## src/rtl/branch_redirect_ctrl.sv

```systemverilog
// ---------------------------------------------------------------------------
// branch_redirect_ctrl
//
// Control-flow recovery sequencer for the RISC-V core.
//   - Bimodal BHT of 2-bit saturating counters, indexed by pc[IDX_W+1:2],
//     gives fetch a taken/not-taken prediction.
//   - Trains the BHT with the resolved outcome from EX and detects
//     mispredictions.
//   - On a mispredict issues a one-shot PC redirect and holds flush for
//     FLUSH_CYCLES non-stalled cycles (redirect cycle included).
//
// Parameters:
//   IDX_W         BHT index width, table has 2^IDX_W entries
//   FLUSH_CYCLES  cycles flush is asserted per mispredict, 1..15
//
// Ports:
//   clk              core clock, rising edge
//   rst              synchronous active-high reset
//   if_pc            fetch PC for BHT lookup
//   if_pred_taken    combinational prediction for if_pc (counter MSB)
//   ex_valid         EX stage holds a valid instruction
//   ex_is_branch     EX instruction is a conditional branch
//   ex_taken         resolved branch outcome
//   ex_pred_taken    prediction carried down from fetch
//   ex_pc            PC of the EX instruction
//   ex_target        computed branch target
//   stall            pipeline frozen, EX inputs held stable
//   redirect         load redirect_pc into the PC
//   redirect_pc      corrected fetch address
//   flush            kill IF/ID contents
//   busy             recovery in progress
//   perf_branches    (BRANCH_PERF_CNT_EN) accepted branch count, saturating
//   perf_mispredicts (BRANCH_PERF_CNT_EN) accepted mispredict count, saturating
//
// Optional feature macro: BRANCH_PERF_CNT_EN adds the two perf counters.
//
// State table:
//   state    | meaning
//   IDLE     | evaluating EX branches, no recovery in progress
//   REDIRECT | redirect + flush asserted, waiting for a non-stalled cycle
//   FLUSH    | flush asserted, counting down remaining flush cycles
// ---------------------------------------------------------------------------
module branch_redirect_ctrl #(
    parameter int IDX_W        = 6,
    parameter int FLUSH_CYCLES = 2
) (
    input  logic        clk,
    input  logic        rst,
    input  logic [31:0] if_pc,
    output logic        if_pred_taken,
    input  logic        ex_valid,
    input  logic        ex_is_branch,
    input  logic        ex_taken,
    input  logic        ex_pred_taken,
    input  logic [31:0] ex_pc,
    input  logic [31:0] ex_target,
    input  logic        stall,
    output logic        redirect,
    output logic [31:0] redirect_pc,
    output logic        flush,
    output logic        busy
`ifdef BRANCH_PERF_CNT_EN
    ,
    output logic [31:0] perf_branches,
    output logic [31:0] perf_mispredicts
`endif
);

    localparam int BHT_DEPTH = 1 << IDX_W;

    // Remaining FLUSH-state cycles after the redirect cycle, minus one, since
    // the down-counter terminates on zero.
    localparam logic [3:0] FLUSH_LOAD = (FLUSH_CYCLES >= 2) ? 4'(FLUSH_CYCLES - 2) : 4'd0;

    typedef enum logic [1:0] {
        IDLE     = 2'd0,
        REDIRECT = 2'd1,
        FLUSH    = 2'd2
    } state_t;

    state_t           state;
    state_t           state_nxt;
    logic [3:0]       flush_cnt;
    logic [3:0]       flush_cnt_nxt;

    logic [1:0]       bht [BHT_DEPTH];
    logic [IDX_W-1:0] if_idx;
    logic [IDX_W-1:0] ex_idx;
    logic [1:0]       ctr_old;
    logic [1:0]       ctr_new;

    logic             accept;
    logic             mispredict;
    logic [31:0]      fallthrough_pc;
    logic             unused_if_pc_bits;

    // ------------------------------------------------------------------
    // BHT lookup and training
    // ------------------------------------------------------------------
    assign if_idx = if_pc[IDX_W+1:2];
    assign ex_idx = ex_pc[IDX_W+1:2];

    // Only the index bits of the fetch PC matter to the table.
    assign unused_if_pc_bits = ^{if_pc[31:IDX_W+2], if_pc[1:0]};

    // Table is a register array, so a same-cycle write is only visible after
    // the edge: the lookup naturally returns the pre-update counter.
    assign if_pred_taken = bht[if_idx][1];

    assign accept     = (state == IDLE) && ex_valid && ex_is_branch && !stall;
    assign mispredict = accept && (ex_taken != ex_pred_taken);

    assign ctr_old        = bht[ex_idx];
    assign fallthrough_pc = ex_pc + 32'd4;

    always_comb begin
        ctr_new = ctr_old;
        if (ex_taken) begin
            if (ctr_old != 2'b11) ctr_new = ctr_old + 2'd1;
        end else begin
            if (ctr_old != 2'b00) ctr_new = ctr_old - 2'd1;
        end
    end

    always_ff @(posedge clk) begin
        if (rst) begin
            for (int i = 0; i < BHT_DEPTH; i++) begin
                bht[i] <= 2'b01;
            end
        end else if (accept) begin
            bht[ex_idx] <= ctr_new;
        end
    end

    // ------------------------------------------------------------------
    // Recovery FSM
    // ------------------------------------------------------------------
    always_ff @(posedge clk) begin
        if (rst) begin
            state     <= IDLE;
            flush_cnt <= 4'd0;
        end else begin
            state     <= state_nxt;
            flush_cnt <= flush_cnt_nxt;
        end
    end

    always_comb begin
        state_nxt     = state;
        flush_cnt_nxt = flush_cnt;
        case (state)
            IDLE: begin
                if (mispredict) state_nxt = REDIRECT;
            end
            REDIRECT: begin
                if (!stall) begin
                    if (FLUSH_CYCLES == 1) begin
                        state_nxt = IDLE;
                    end else begin
                        state_nxt     = FLUSH;
                        flush_cnt_nxt = FLUSH_LOAD;
                    end
                end
            end
            FLUSH: begin
                if (!stall) begin
                    if (flush_cnt == 4'd0) begin
                        state_nxt = IDLE;
                    end else begin
                        flush_cnt_nxt = flush_cnt - 4'd1;
                    end
                end
            end
            default: begin
                state_nxt     = IDLE;
                flush_cnt_nxt = 4'd0;
            end
        endcase
    end

    // Outputs are flopped from the next-state decode so they track the state
    // register exactly while staying glitch-free.
    always_ff @(posedge clk) begin
        if (rst) begin
            redirect    <= 1'b0;
            flush       <= 1'b0;
            busy        <= 1'b0;
            redirect_pc <= 32'd0;
        end else begin
            redirect <= (state_nxt == REDIRECT);
            flush    <= (state_nxt == REDIRECT) || (state_nxt == FLUSH);
            busy     <= (state_nxt != IDLE);
            if (mispredict) begin
                redirect_pc <= ex_taken ? ex_target : fallthrough_pc;
            end
        end
    end

`ifdef BRANCH_PERF_CNT_EN
    always_ff @(posedge clk) begin
        if (rst) begin
            perf_branches    <= 32'd0;
            perf_mispredicts <= 32'd0;
        end else begin
            if (accept && (perf_branches != 32'hFFFF_FFFF)) begin
                perf_branches <= perf_branches + 32'd1;
            end
            if (mispredict && (perf_mispredicts != 32'hFFFF_FFFF)) begin
                perf_mispredicts <= perf_mispredicts + 32'd1;
            end
        end
    end
`endif

endmodule

```

## config.mk

```make
export PLATFORM = sky130hd
export DESIGN_NAME = branch_redirect_ctrl
export DESIGN_NICKNAME = d
export VERILOG_FILES = /design/src/rtl/branch_redirect_ctrl.sv
export SDC_FILE = /design/constraint.sdc
export NUM_CORES = 1
export LEC_CHECK = 0
export CORE_MARGIN = 5
export CORE_UTILIZATION = 25
export DETAILED_ROUTE_END_ITERATION = 16
export PLACE_DENSITY = 0.43
export SETUP_SLACK_MARGIN = 0.1
export SYNTH_ARGS = -nofsm -noshare
export SYNTH_HDL_FRONTEND = slang
export SYNTH_SLANG_ARGS = --single-unit
```

## constraint.sdc

```tcl
create_clock -name clk -period 4.9 [get_ports clk]
set_input_delay 0.735 -clock clk [delete_from_list [all_inputs] [get_ports clk]]
set_output_delay 0.735 -clock clk [all_outputs]
set_load 0.005 [all_outputs]
```

# Yosys cells after proc, flatten, opt, wreduce, memory -nomap -nowiden
# Memories as Yosys holds them, arrays and structs flattened.
# Cells that the tools add are included.
# totals
mem_bits_rw,128
wordCells,54
output_inout_bits,36
mem_count,1
regBits,41
# memory_table
memory,depth,width,read_ports,rd_clocked_by_memory_dff,wr,line_no,source
bht,64,2,2,0,64,86,logic [1:0] bht [BHT_DEPTH];
# op_classes
bitwise,1
reduce_logical,12
n_eq_ne,9
n_mux,21
n_addsub,4
# op_table
operator,count
$add 32x3->32 const B,1
$mux 32,1
$mux 2,8
$mux 4,3
$pmux 4 s3,1
$ne 2x2->1 const B,4
$mux 1,6
$mux 6,1
$pmux 2 s3,1
$eq 2x1->1 const B,2
$eq 2x2->1 const B,2
$logic_and 1x1->1,4
$logic_not 4->1,1
$reduce_and 4->1,1
$reduce_bool 2->1,2
$sub 4x1->4 const B,1
$add 2x1->2 const B,1
$logic_not 2->1,1
$reduce_or 2->1,1
$sub 2x1->2 const B,1
$logic_not 1->1,1
$logic_or 1x1->1,1
$ne 1x1->1,1
$not 1->1,1

# Longest topological paths before layout
# logic_depth
ltp_word,9
depth_mapped,11
mapped_depth_nobuf,8

# Worst setup path after synthesis
# Ideal clock, no wire load.
# synth_path
path_kind,in2out
startpoint,input port if_pc[2]
endpoint,output port if_pred_taken
t_arrival_ns,3.147
cell_stages,5
required_ns,4.165
path_slack_ns,1.018
cell_sequence,clkbuf_1 > buf_1 > mux4_2 > mux4_2 > mux4_2
# synth_via
elab_chain_len,1
# synth_rtl
element,line_no,source
from (decl),49,"input logic [31:0] if_pc,"
$mem_v2 64x2,-,
to (decl),50,"output logic if_pred_taken,"
# Every way passes these cells.

# Worst setup path after layout
# Same ends and word-level chain as after synthesis.

==> results.cfg <==
[cts]
numCtsBuffers = 17
cts_resized = 0
path_clk_slew_ps = 60
htree_num_levels = 4
root_buffer = clkbuf_16
clockBufferDepth = 2
cts_tree = built
post_cts_buffers = 0
clock_latency_ps = 450
cts-hold-fix-buffers = 0
cts.sinks = 169

[detailed_routing]
vias = 7781
vias_per_cell = 4.98
drc = 0
dr.pass1.iters = 5
antenna_left = 0
drt_iter0_markers = 683
finalWirelength_um = 33800
wl_per_cell_um = 21.7

[floorplan]
coreArea_um2 = 40000
die_y_um = 212
fp.dieW_um = 212
fp.dieArea_um2 = 44800
rows = 73
ios = 139
start_util_pct = 25.4

[layout]
antenna_cells = 0
final_common_cell = edfxtp_1
nets = 1133
fill_cells = 4130
area_growth_pct = 20.8
stdcell_count = 1563
final_layout_size_suffix_gt1_share_pct = 19.7
layout_common_cells = 128 x edfxtp_1, 107 x clkdlybuf4s50_1, 80 x nor2_1, 70 x nand2_1, 64 x o21ai_0

[worst_setup_path]
crit_fanout = 16
endpoint_kind = output port
path_cells = clkdlybuf4s50_1, buf_12, mux4_2, mux4_2, mux4_2, clkdlybuf4s50_1
critPathRequiredTime_ps = 4160
critPathKind = in2out
crit_buf_inv = 3
cp_slowest_cell = mux4_2
crit_top_cell = mux4_2
startpoint_type = input pin
crit_family = multiplexers
arrival_ps = 3560
critPathMaxStageDelay_ps = 560

[pwr]
combinationalPowerShare_pct = 16.4
intPower_mw = 2.49
power_frac_clock_pct = 37.8
powerDensity_nw_per_um2 = 281
power.switching_mw = 0.963
seqPwrFrac_pct = 45.7
vdd_ir_drop_max_uv = 229
switching_share_pct = 27.9
p_leak_nw = 3.85

[timing]
setup_viol = 0
hold_violations = 0
min_period_ps = 4300
skew_ps = 18.7
period_share_pct = 87.8
worst_pin_slew_ps = 941
tns_ps = 0
max_slew_margin_pct = 37.1
rsz0062_at_grt = false
finalMaxSlewViolations = 0
fmax_mhz = 233

[yosys]
synth_area_per_cell_um2 = 10.8
synth-edff-count = 128
ys.warnings.count = 0
ys.flop_type = edfxtp_1
syn-cell-area_um2 = 10200
yosysUniqueCellTypes = 80
synth-seq-cells = 169
syn-num-nets = 1051
async_flop_share_pct = 0
syn_inst = 943
yosysSeqAreaShare_pct = 45.9

[outcome]
status = completed

[placement]
dp.cells = 1531
gp_congestion = 0.756
portBuffers = 112
dp_hpwl_um = 22300

[hold_path]
hp-class = reg2reg

[global_routing]
grt_pass1_vias = 7725
grt_max_degree = 64
globalRoute.totalOverflow = 0
grt_first_pass_wirelength_um = 50000
grt.total_usage_pct = 14.9
grt_antenna_before_repair = 2

[job]
maxCapViolCount = 0
[final timing paths]
path / slack, ps / cells past startpoint / to / from
max: 600 / 6 / if_pred_taken / if_pc[2]
min: 450 / 2 / redirect_pc[18] / redirect_pc[18]
max reg2reg: 1650 / 7 / bht[3][1] / bht[8][1]
min reg2reg: 450 / 2 / redirect_pc[18] / redirect_pc[18]
[synthesized netlist by cell type (13+ instances only)]
cell type,number,area (um^2)
edfxtp_1,128,3840
xor2_1,15,131
a21boi_1,40,300
clkbuf_1,51,191
nand3b_1,16,120
nand2_1,70,263
nor2_1,80,300
nand3_1,22,110
a21oi_1,35,175
or2_2,53,332
xnor2_1,13,114
nor3_1,14,70.1
o21ai_0,64,320
nand2b_1,23,144
mux4_2,36,811
dfxtp_1,41,821
[sequential cells by signal, summed over array words and instances (netlist names)]
register and flops:
redirect 1, flush_cnt 4, flush 1, state 2, redirect_pc 32, busy 1
bht 128
[logic make-up (layout without fill, tap and decap cells)]
group	Yosys count	in the layout	synth area share, %
flip-flops	169	169	45.9
buffers and inverters	101	196	6.06
AO/OA/AOI/OAI	239	239	16.4
adder cells (fa/ha/maj)	5	5	0.616
AND/OR/NAND/NOR	352	352	18.6
multiplexers	49	49	10.1
XOR/XNOR	28	28	2.41
[worst register-to-register path, stage by stage, from the launching register on]
cell,delay [ps]
edfxtp_1,420
mux4_4,610
a22oi_1,250
o2111ai_1,130
or4_4,610
o41ai_4,520
buf_12,310
a21boi_0,140
[power groups by stage]
stage               clock, mW  sequential, mW  combinational [mW]
CTS                      1.34            1.58               0.574
detailed placement          0            1.61               0.572
global route             1.39            1.58               0.606
floorplan                   0            1.60               0.332
finish                   1.31            1.58               0.568
global placement            0            1.61               0.575
[through the flow]
step                      setup WS (ps)  hold slack (ps)  utilization, %  total power [mW]  instance area (um^2)
after floorplan                    1020              448               -              1.94                 10200
after global placement              508              441            29.3              2.18                 11700
after detailed placement            468              446            29.3              2.18                 11700
after CTS                           599              456            30.7              3.50                 12300
after global routing                555              474            30.7              3.57                 12300
final                               600              450            30.7              3.45                 12300
[metal layers]
metal  track usage, %  part of all wire, %  vias to the layer above  routed length (um)
met1             20.4                   46                     3875               15400
met4             4.35                  1.8                        2                 619
li1                 -                    -                     3669                   -
met5                0                0.038                        -                  13
met2             23.8                   48                      196               16100
met3             3.05                  4.8                       39                1630
[layout make-up]
cell class | instances | area (um^2) | share of cell area (%)
timing repair buffer | 151 | 1450 | 11.8
clock buffer | 21 | 440 | 3.59
sequential | 169 | 4660 | 38.0
clock inverter | 11 | 100 | 0.815
tap | 525 | 657 | 5.35
inverter | 13 | 48.8 | 0.397
multi-input combinational | 673 | 4920 | 40.0
No activity file was read; power rests on OpenSTA's default activity.
